$ cat config.mk
export PLATFORM = sky130hd
export DESIGN_NAME = fact_seq_flat
export DESIGN_NICKNAME = d
export VERILOG_FILES = /design/src/rtl/fact_seq_if.sv /design/src/rtl/fact_seq.sv /design/src/flat_wrapper.sv
export SDC_FILE = /design/constraint.sdc
export NUM_CORES = 1
export LEC_CHECK = 0
export BUFFER_PORTS_ARGS = -buffer_cell sky130_fd_sc_hd__buf_2
export CAP_MARGIN = 25
export CORE_MARGIN = 2
export CORE_UTILIZATION = 56
export CTS_BUF_LIST = sky130_fd_sc_hd__clkbuf_2 sky130_fd_sc_hd__clkbuf_4 sky130_fd_sc_hd__clkbuf_8
export CTS_CLUSTER_SIZE = 14
export DETAILED_ROUTE_END_ITERATION = 8
export GPL_TIMING_DRIVEN = 0
export MAX_ROUTING_LAYER = met4
export PLACE_DENSITY = 0.86
export SLEW_MARGIN = 20
export SYNTH_ARGS = -nofsm -noshare
export SYNTH_HDL_FRONTEND = slang
export SYNTH_SLANG_ARGS = --single-unit
export TNS_END_PERCENT = 5
$ cat constraint.sdc
create_clock -name clk -period 4 [get_ports clk]
set_input_delay 0.4 -clock clk [delete_from_list [all_inputs] [get_ports clk]]
set_output_delay 0.4 -clock clk [all_outputs]
set_load 0.005 [all_outputs]
$ cat src/rtl/fact_seq_if.sv
// Bundle between fact_seq and the outside world.
// The master side drives start/n and hosts the shared 32-bit adder
// (add_s/add_co). The slave side is the sequencer itself.
interface fact_seq_if #(
   parameter int NW = 5
);
   logic          start;
   logic [NW-1:0] n;
   logic          busy;
   logic          done;
   logic [31:0]   result;
   logic          ovf;
   logic [31:0]   add_a;
   logic [31:0]   add_b;
   logic          add_ci;
   logic [31:0]   add_s;
   logic          add_co;

   modport master (
      output start, n, add_s, add_co,
      input  busy, done, result, ovf, add_a, add_b, add_ci
   );

   modport slave (
      input  start, n, add_s, add_co,
      output busy, done, result, ovf, add_a, add_b, add_ci
   );
endinterface

$ cat src/rtl/fact_seq.sv
// Iterative factorial sequencer: n! by shift-and-add multiplication,
// sharing one external 32-bit adder for every partial-product addition.
// Optional build macro FACT_OVF_SAT_EN: when defined, an overflowed
// result is reported as 32'hFFFF_FFFF instead of n! mod 2^32.
module fact_seq #(
   parameter int NW = 5
) (
   input  logic       clk,
   input  logic       reset,
   fact_seq_if.slave  bus
);

   typedef enum logic [2:0] {IDLE, LOAD, MUL, NEXT, DONE} state_t;

   localparam logic [NW-1:0] LAST_BIT = NW'(NW - 1);
   localparam logic [NW-1:0] ONE_N    = NW'(1);
   localparam logic [NW-1:0] TWO_N    = NW'(2);

   state_t        state;
   state_t        state_nx;
   logic [NW-1:0] nreg;
   logic [NW-1:0] k;
   logic [31:0]   acc;
   logic [31:0]   prod;
   logic [31:0]   mcand;
   logic [NW-1:0] mplr;
   logic [NW-1:0] bitcnt;
   logic          ovf_acc;
   logic [31:0]   result_q;
   logic          ovf_q;
   logic          done_q;
   logic [31:0]   final_val;

   // State register
   always_ff @(posedge clk) begin
      if (reset) state <= IDLE;
      else       state <= state_nx;
   end

   // Next-state decode; the adder only sees live operands during MUL
   always_comb begin
      state_nx  = state;
      bus.add_a = '0;
      bus.add_b = '0;
      case (state)
         IDLE: if (bus.start) state_nx = (bus.n <= ONE_N) ? DONE : LOAD;
         LOAD: state_nx = MUL;
         MUL: begin
            bus.add_a = prod;
            bus.add_b = mcand;
            if (bitcnt == LAST_BIT) state_nx = NEXT;
         end
         NEXT: state_nx = (k == nreg) ? DONE : LOAD;
         DONE: state_nx = IDLE;
         default: state_nx = IDLE;
      endcase
   end

   // Value latched into result at DONE, saturating when the build asks for it
   always_comb begin
`ifdef FACT_OVF_SAT_EN
      final_val = ovf_acc ? 32'hFFFF_FFFF : acc;
`else
      final_val = acc;
`endif
   end

   // Datapath: operand capture, shift-and-add step, sticky overflow, result hold
   always_ff @(posedge clk) begin
      if (reset) begin
         nreg     <= '0;
         k        <= '0;
         acc      <= '0;
         prod     <= '0;
         mcand    <= '0;
         mplr     <= '0;
         bitcnt   <= '0;
         ovf_acc  <= 1'b0;
         result_q <= '0;
         ovf_q    <= 1'b0;
         done_q   <= 1'b0;
      end else begin
         case (state)
            IDLE: begin
               if (bus.start) begin
                  nreg    <= bus.n;
                  acc     <= 32'd1;
                  k       <= TWO_N;
                  ovf_acc <= 1'b0;
               end
            end
            LOAD: begin
               prod   <= '0;
               mcand  <= acc;
               mplr   <= k;
               bitcnt <= '0;
            end
            MUL: begin
               if (mplr[0]) prod <= bus.add_s;
               ovf_acc <= ovf_acc
                        | (mplr[0] & bus.add_co)
                        | (mcand[31] & (|mplr[NW-1:1]));
               mcand  <= mcand << 1;
               mplr   <= mplr >> 1;
               bitcnt <= bitcnt + 1'b1;
            end
            NEXT: begin
               acc <= prod;
               if (k != nreg) k <= k + 1'b1;
            end
            DONE: begin
               result_q <= final_val;
               ovf_q    <= ovf_acc;
            end
            default: ;
         endcase
         done_q <= (state == DONE);
      end
   end

   assign bus.busy   = (state != IDLE);
   assign bus.done   = done_q;
   assign bus.result = result_q;
   assign bus.ovf    = ovf_q;
   assign bus.add_ci = 1'b0;

endmodule

$ cat src/flat_wrapper.sv
// flat-port wrapper written by rule: the top's interface ports become plain ports
module fact_seq_flat 
#(
   parameter int NW = 5
)
  (clk, reset, bus_start, bus_n, bus_add_s, bus_add_co, bus_busy, bus_done, bus_result, bus_ovf, bus_add_a, bus_add_b, bus_add_ci);
  fact_seq_if #(.NW(NW)) bus_i ();
  input  logic clk;
  input  logic reset;
  input wire logic [$bits(bus_i.start)-1:0] bus_start;
  input wire logic [$bits(bus_i.n)-1:0] bus_n;
  input wire logic [$bits(bus_i.add_s)-1:0] bus_add_s;
  input wire logic [$bits(bus_i.add_co)-1:0] bus_add_co;
  output wire logic [$bits(bus_i.busy)-1:0] bus_busy;
  output wire logic [$bits(bus_i.done)-1:0] bus_done;
  output wire logic [$bits(bus_i.result)-1:0] bus_result;
  output wire logic [$bits(bus_i.ovf)-1:0] bus_ovf;
  output wire logic [$bits(bus_i.add_a)-1:0] bus_add_a;
  output wire logic [$bits(bus_i.add_b)-1:0] bus_add_b;
  output wire logic [$bits(bus_i.add_ci)-1:0] bus_add_ci;
  assign bus_i.start = bus_start;
  assign bus_i.n = bus_n;
  assign bus_i.add_s = bus_add_s;
  assign bus_i.add_co = bus_add_co;
  assign bus_busy = bus_i.busy;
  assign bus_done = bus_i.done;
  assign bus_result = bus_i.result;
  assign bus_ovf = bus_i.ovf;
  assign bus_add_a = bus_i.add_a;
  assign bus_add_b = bus_i.add_b;
  assign bus_add_ci = bus_i.add_ci;
  fact_seq #(.NW(NW)) u_core (.clk(clk), .reset(reset), .bus(bus_i));
endmodule
# ---- Word-level counts from Yosys, hierarchy flattened
# Cells that the tools add are included.
dict set report word_totals {
  reg_bits 154
  input_bits 41
  output_inout_bits 100
  wordCells 61
}
dict set report classes {
  n_addsub 2
  magnitude_cmp 1
  n_eq_ne 11
  mux 19
  n_bitwise 4
  reduce_logical 12
}
# operator count
set op_table {}
lappend op_table {{$pmux 32 s2} 3}
lappend op_table {{$mux 32} 4}
lappend op_table {{$pmux 5 s2} 3}
lappend op_table {{$mux 3} 4}
lappend op_table {{$pmux 3 s4} 1}
lappend op_table {{$add 5x1->5 const B} 2}
lappend op_table {{$mux 5} 2}
lappend op_table {{$reduce_and 2->1} 5}
lappend op_table {{$eq 3x2->1 const B} 2}
lappend op_table {{$ne 2x1->1 const B} 3}
lappend op_table {{$reduce_bool 2->1} 3}
lappend op_table {{$eq 5x3->1 const B} 1}
lappend op_table {{$eq 5x5->1} 1}
lappend op_table {{$le 5x1->1 const B} 1}
lappend op_table {{$ne 5x5->1} 1}
lappend op_table {{$reduce_or 4->1} 1}
lappend op_table {{$eq 3x1->1 const B} 1}
lappend op_table {{$eq 3x3->1 const B} 1}
lappend op_table {{$logic_not 3->1} 1}
lappend op_table {{$reduce_and 3->1} 1}
lappend op_table {{$reduce_bool 3->1} 1}
lappend op_table {{$and 1x1->1} 2}
lappend op_table {{$ne 2x2->1 const B} 1}
lappend op_table {{$or 1x1->1} 2}
lappend op_table {{2 further kinds} 2}

# ---- Depth between registers and ports, before layout
# Gate-level depths: netlist (run 1).
dict set report logic_depth {
  ltp_word 4
  ltp_mapped 7
  mapped_depth_nobuf 7
}

# ---- Worst setup path before layout (run 1)
# No wires, ideal clock.
dict set report synth_timing {
  path_type {register to output}
  start {register u_core.state[2]}
  end {output port bus_add_a[0]}
  t_arrival_ps 1190
  t_required_ps 3600
  path_slack_ps 2410
  path_stages_with_launch 5
  n_path_buf 2
  cell_sequence {dfxtp_1 -> nor3b_2 -> clkbuf_1 -> clkbuf_1 -> and2_1}
}
dict set report synth_between {
  elab_chain_cells 2
}
# item line_no
set synth_lines {}
lappend synth_lines {{start: declaration} fact_seq.sv:19} ;# state_t state;
lappend synth_lines {{start signal: assignment} fact_seq.sv:37} ;# else state <= state_nx;
lappend synth_lines {{$eq 3x2->1} fact_seq.sv:45} ;# case (state)
lappend synth_lines {{$mux 32} fact_seq.sv:45}
lappend synth_lines {{end: declaration} flat_wrapper.sv:18} ;# output wire logic [$bits(bus_i.add_a)-1:0] bus_add_a;
# No other way between the ends.

# ---- Final worst setup path (run 1)
dict set report layout_timing {
  start {register u_core.state[2]}
  end {output port bus_add_a[2]}
}
# The elaborated chain is that of the path after synthesis.

==> results of run 1 <==
==> final cells by class <==
class / instances / area (um2)
repair buffers: 138 / 691
multi-input cells: 493 / 2690
plain buffers: 62 / 267
clock buffers: 22 / 284
flip-flops and latches: 154 / 3080
clock inverters: 10 / 165
well taps: 136 / 170
fillers: 872 / 3040
inverters: 5 / 18.8
==> worst max-delay path, cell delays in order, from the launching register on <==
cell	delay (ps)
dfxtp_1	370
nor3b_2	370
clkbuf_1	430
clkbuf_1	410
and2_1	240
buf_2	130
==> worst max-delay path by stage <==
stage / startpoint / endpoint / slack, ps
after detailed placement: u_core.state[2]$_SDFFE_PP0P_ / bus_add_a[1] / 1660
after global routing: u_core.state[2]$_SDFFE_PP0P_ / bus_add_a[1] / 1060
final: u_core.state[2]$_SDFFE_PP0P_ / bus_add_a[2] / 1200
after global placement: u_core.state[2]$_SDFFE_PP0P_ / bus_add_a[1] / 1710
after CTS: u_core.state[2]$_SDFFE_PP0P_ / bus_add_a[1] / 1200
after floorplan: u_core.state[2]$_SDFFE_PP0P_ / bus_add_a[0] / 2410
==> synthesized netlist by cell type, types with 2 or more instances <==
master / count
nand3_1: 35
a22oi_1: 39
buf_1: 3
or2_1: 2
nor2_1: 80
or2_0: 2
a221oi_1: 31
nand4_1: 4
or4_1: 2
nor3_1: 4
xnor2_1: 6
inv_1: 5
buf_2: 18
or3_1: 4
clkbuf_1: 39
nand2_1: 111
a311oi_1: 2
mux2i_1: 7
and2_1: 66
a21oi_1: 79
dfxtp_1: 154
ha_1: 3
==> routing by layer <==
layer	vias up	GRT usage, %	share of wire [%]
met3	45	5.55	7.1
met5	-	-	0
li1	2762	-	-
met1	2650	37.0	42
met2	229	47.2	48
met4	0	13.7	2.9
==> stage by stage <==
| step | hold slack [ps] | utilization (%) | area, um2 | total power [W] |
|---|---|---|---|---|
| 6_report | 190 | 70.8 | 7370 | 0.00350 |
| 2_1_floorplan | 432 | - | 6060 | 0.00203 |
| 5_1_grt | 179 | 70.8 | 7370 | 0.00364 |
| 3_3_place_gp | 440 | 66.5 | 6920 | 0.00221 |
| 4_1_cts | 180 | 70.8 | 7370 | 0.00349 |
| 3_5_place_dp | 444 | 66.5 | 6920 | 0.00223 |
==> layout by cell type, fill, tap and decap left out, drive strengths merged <==
master    instances
mux2i             7
clkinvlp          3
clkbuf           61
nor4b             1
nor3              4
nor2             80
nand2           111
a311oi            2
a21boi            1
nand4bb           1
nor2b             1
nor3b             2
clkinv            2
nand4             4
or2               4
and2             66
a21o              1
a22oi            39
a211oi            2
or3               4
or4               2
ha                3
a221oi           31
a31o              1
a21oi            80
conb              1
o41a              1
inv               6
or3b              2
nand3            35
bufinv            4
dfxtp           154
nand2b            1
buf             161
xnor2             6
==> sequential cells by signal (all words and copies together) (netlist names) <==
register / cells
u_core.prod: 32
u_core.mcand: 32
u_core.bus.result: 32
u_core.nreg: 5
u_core.mplr: 5
u_core.k: 5
u_core.bus.ovf: 1
u_core.bus.done: 1
u_core.ovf_acc: 1
u_core.state: 3
u_core.acc: 32
u_core.bitcnt: 5
==> power by group through the flow <==
stage	registers, W	clock network, W	logic [W]
after floorplan	0.00162	0	0.000408
after global placement	0.00162	0	0.000591
after detailed placement	0.00162	0	0.000602
after global routing	0.00159	0.00137	0.000677
after CTS	0.00159	0.00130	0.000607
final	0.00159	0.00130	0.000612
==> kinds of logic after synthesis <==
logic type	share of synthesized area, %
AND/OR/NAND/NOR	24.5
adder cells (fa/ha/maj)	0.619
XOR/XNOR	0.867
AO/OA/AOI/OAI	17.2
buffers and inverters	4.71
other	0.0619
flip-flops	50.9
multiplexers	1.16
==> flow_summary.json, run 1 <==
{
  "cts.clk_slew.worst_paths_ps": 80,
  "clockBufferDepth": 2,
  "worst_pin_slew_ps": 573,
  "io_buffer_count": 138,
  "post-cts-setup-buffer-count": 0,
  "hpwl_um": 11700,
  "hold_depth": 3,
  "syn_area_per_cell_um2": 8.49,
  "yosys_warnings": 0,
  "swShare_pct": 29.5,
  "grt_pass1_vias": 5388,
  "numClockSinks": 154,
  "rr_startpoint": "u_core.state[2]$_SDFFE_PP0P_",
  "area_delta_synth_final_pct": 21.6,
  "comb_power_share_pct": 17.5,
  "wl_per_cell_um": 16.2,
  "gr-usage-all-layers_pct": 29.8,
  "end_kind": "primary output",
  "period_minus_slack_ps": 2800,
  "overflow": 0,
  "final.period_utilization_pct": 69.9,
  "cts.htree.levels": 4,
  "required_ps": 3600,
  "netSwitchingPower_w": 0.00103,
  "synthCells": 714,
  "wl_um": 16500,
  "grt_max_degree": 17,
  "synthDistinctLibCells": 40,
  "r2r_end": "u_core.prod[19]$_SDFFE_PP0P_",
  "finalMaxSlewViolations": 0,
  "cts_made_buffers": 17,
  "p_int_w": 0.00247,
  "drtPass1Iterations": 5,
  "start_kind": "flip-flop",
  "worstSkewPairLatency_ps": 440,
  "rows": 37,
  "cts_tree": "yes",
  "status": "finished clean",
  "worstPathArrival_ps": 2400,
  "cts_root_buffer": "clkbuf_8",
  "pwr-share-seq_pct": 45.4,
  "synth-main-ff-cell": "dfxtp_1",
  "gp_congestion": 0.907,
  "diodes": 0,
  "synth_enable_flop_cells": 0,
  "maxSlewHeadroom_pct": 61.8,
  "rsz0062_at_grt": "false",
  "seq_area_frac_synth_pct": 50.9,
  "final_nets": 915,
  "synth_nets": 758,
  "ant_nets": 0,
  "timing.final.ws_setup_ps": 1200,
  "drc_errors": 0,
  "yosys.area.top_type": "dfxtp_1",
  "vias": 5686,
  "final_cells": 1020,
  "min_to": "u_core.nreg[0]$_SDFFE_PP0P_",
  "synth_area_leaders": "dfxtp_1, nand2_1, and2_1, a21oi_1, nor2_1",
  "cts_hold_buffers": 0,
  "setup-tns-final_ps": 0,
  "p_leak_nw": 3.03,
  "die_area_um2": 11700,
  "core-area_um2": 10400,
  "die_x_um": 108,
  "finClkSkew_ps": 9.39,
  "ir_worst_vdd_v": 0.000264,
  "viasPerCell": 5.57,
  "synth_top_cell_area_share_pct": 50.9,
  "cap_viol_max_count": 0,
  "hold_class": "primary input to flip-flop",
  "antenna_found_initial": 0,
  "drt_iter0_markers": 342,
  "io_pins": 141,
  "ys_seq_elements": 154,
  "hold_viol": 0,
  "post-place-ws_ps": 1660,
  "initial_core_util_pct": 58.2,
  "synth-async-reset-ratio_pct": 0,
  "synth_area_um2": 6060,
  "setup_viol": 0,
  "dp_cells": 988,
  "power_density_nw_per_um2": 474,
  "grt_first_pass_wirelength_um": 26300,
  "fmax_mhz": 358,
  "ctsResizeCount": 0,
  "critPathKind": "flip-flop to primary output",
  "die_height_um": 108,
  "reg2regPathDepth": 6,
  "worstPathMaxFanout": 10,
  "min_from": "bus_n[0]",
  "drive_above_1_share_pct": 22.3,
  "r2r_slack_ps": 2100,
  "pwr-share-clk_pct": 37.1
}
(Power assumes the default switching activity.)
==> run 2: changes to the inputs <==
Clock period 4 ns to 2.7 ns, I/O delays scaled along.
==> run 2 against run 1 <==
Compared with the run above:
- cell count stayed put
- non-clock buffer count did not move
- largest cell class unchanged
- worst setup slack lost 1000 ps
- clock-buffer cell count unchanged
- core utilization about the same
- design area about the same
- combinational power rose by 49%
==> flow_summary.json, run 2 (synthesis gave the netlist of run 1 again) <==
{
  "start_kind": "flip-flop",
  "grt_first_pass_wirelength_um": 26300,
  "io_pins": 141,
  "vias": 5725,
  "core-area_um2": 10400,
  "worstSkewPairLatency_ps": 440,
  "wl_um": 16500,
  "drtPass1Iterations": 5,
  "worstSetupStartpoint": "u_core.state[2]$_SDFFE_PP0P_",
  "setup-tns-final_ps": 0,
  "drive_above_1_share_pct": 22.4,
  "gp_congestion": 0.907,
  "grt_max_degree": 17,
  "die_height_um": 108,
  "antenna_found_initial": 0,
  "status": "finished clean",
  "drc_errors": 0,
  "finalMaxSlewViolations": 0,
  "final.period_utilization_pct": 93.3,
  "ant_nets": 0,
  "maxSlewHeadroom_pct": 61.8,
  "post-cts-setup-buffer-count": 0,
  "area_delta_synth_final_pct": 21.6,
  "final_nets": 915,
  "p_leak_nw": 3.03,
  "grt_pass1_vias": 5388,
  "finClkSkew_ps": 9.62,
  "cts_hold_buffers": 0,
  "die_area_um2": 11700,
  "io_buffer_count": 138,
  "drt_iter0_markers": 331,
  "endpoint": "bus_add_a[2]",
  "power_density_nw_per_um2": 703,
  "clockBufferDepth": 2,
  "cts_made_buffers": 17,
  "worstPathArrival_ps": 2250,
  "fill_cells": 874,
  "rows": 37,
  "critPathKind": "flip-flop to primary output",
  "cts_tree": "yes",
  "cts.clk_slew.worst_paths_ps": 80,
  "final_cell_area_um2": 7370,
  "period_minus_slack_ps": 2520,
  "r2r_slack_ps": 800,
  "layout_common_cells": "buf_2, dfxtp_1, nand2_1",
  "rr_startpoint": "u_core.state[2]$_SDFFE_PP0P_",
  "hold_depth": 3,
  "required_ps": 2430,
  "setup_viol": 0,
  "power.total_w": 0.00518,
  "rsz0062_at_grt": "false",
  "hold_viol": 0,
  "hold_class": "primary input to flip-flop",
  "viasPerCell": 5.61,
  "end_kind": "primary output",
  "gr-usage-all-layers_pct": 29.8,
  "final_common_cell": "buf_2",
  "diodes": 0,
  "fmax_mhz": 397,
  "worstPathMaxFanout": 10,
  "worst_pin_slew_ps": 573,
  "cts_root_buffer": "clkbuf_8",
  "final_util_pct": 70.8,
  "placed_area_um2": 6920,
  "initial_core_util_pct": 58.2,
  "ir_worst_vdd_v": 0.000390,
  "hpwl_um": 11700,
  "cts.htree.levels": 4,
  "reg2regPathDepth": 6,
  "numClockSinks": 154,
  "cap_viol_max_count": 0,
  "r2r_end": "u_core.prod[30]$_SDFFE_PP0P_",
  "die_x_um": 108,
  "ctsResizeCount": 0,
  "overflow": 0,
  "wl_per_cell_um": 16.2
}
==> run 2: cell count changes in the layout (fill, tap and decap cells not counted) <==
cell and delta:
clkbuf_2 +1, clkbuf_1 -1
==> run 2: worst min-delay path by stage <==
stage	from	endpoint	slack, ps
after floorplan	bus_add_s[0]	u_core.prod[0]$_SDFFE_PP0P_	410
after global placement	u_core.bus.result[22]$_SDFFE_PP0P_	u_core.bus.result[22]$_SDFFE_PP0P_	440
after detailed placement	u_core.bus.result[5]$_SDFFE_PP0P_	u_core.bus.result[5]$_SDFFE_PP0P_	440
after CTS	bus_n[0]	u_core.nreg[0]$_SDFFE_PP0P_	50
after global routing	bus_n[0]	u_core.nreg[0]$_SDFFE_PP0P_	50
final	bus_n[0]	u_core.nreg[0]$_SDFFE_PP0P_	60
==> run 2: power breakdown <==
part / switching, W / internal, W
clock: 0.000828 / 0.00109
sequential: 0.0000406 / 0.00231
combinational: 0.000661 / 0.000251
==> run 2: area by class of cell <==
cell class | count | area, um2 | area share [%]
clock inverters | 10 | 165 | 2.24
inverters | 5 | 18.8 | 0.255
multi-input cells | 493 | 2690 | 36.5
clock buffers | 22 | 284 | 3.85
flip-flops and latches | 154 | 3080 | 41.8
plain buffers | 62 | 268 | 3.63
well taps | 136 | 170 | 2.31
repair buffers | 138 | 691 | 9.37
==> run 2: worst max-delay path, cell delays in order, from the launching register on <==
cell	delay, ps
dfxtp_1	370
nor3b_2	370
clkbuf_2	320
clkbuf_1	390
and2_1	240
buf_2	130
==> run 2: layer usage <==
layer / GRT usage [%] / share of wire [%]
met5: - / 0
met2: 47.2 / 48
met3: 5.55 / 7.5
met1: 37.0 / 42
met4: 13.7 / 2.9
==> run 2: metrics by stage <==
stage          cells  hold slack [ps]  worst slack [ps]
5_1_grt         1020             49.4              62.0
2_1_floorplan    714              406              1140
3_5_place_dp     988              444               492
6_report        1020             57.6               180
4_1_cts         1020             50.4              31.5
3_3_place_gp     988              440               541
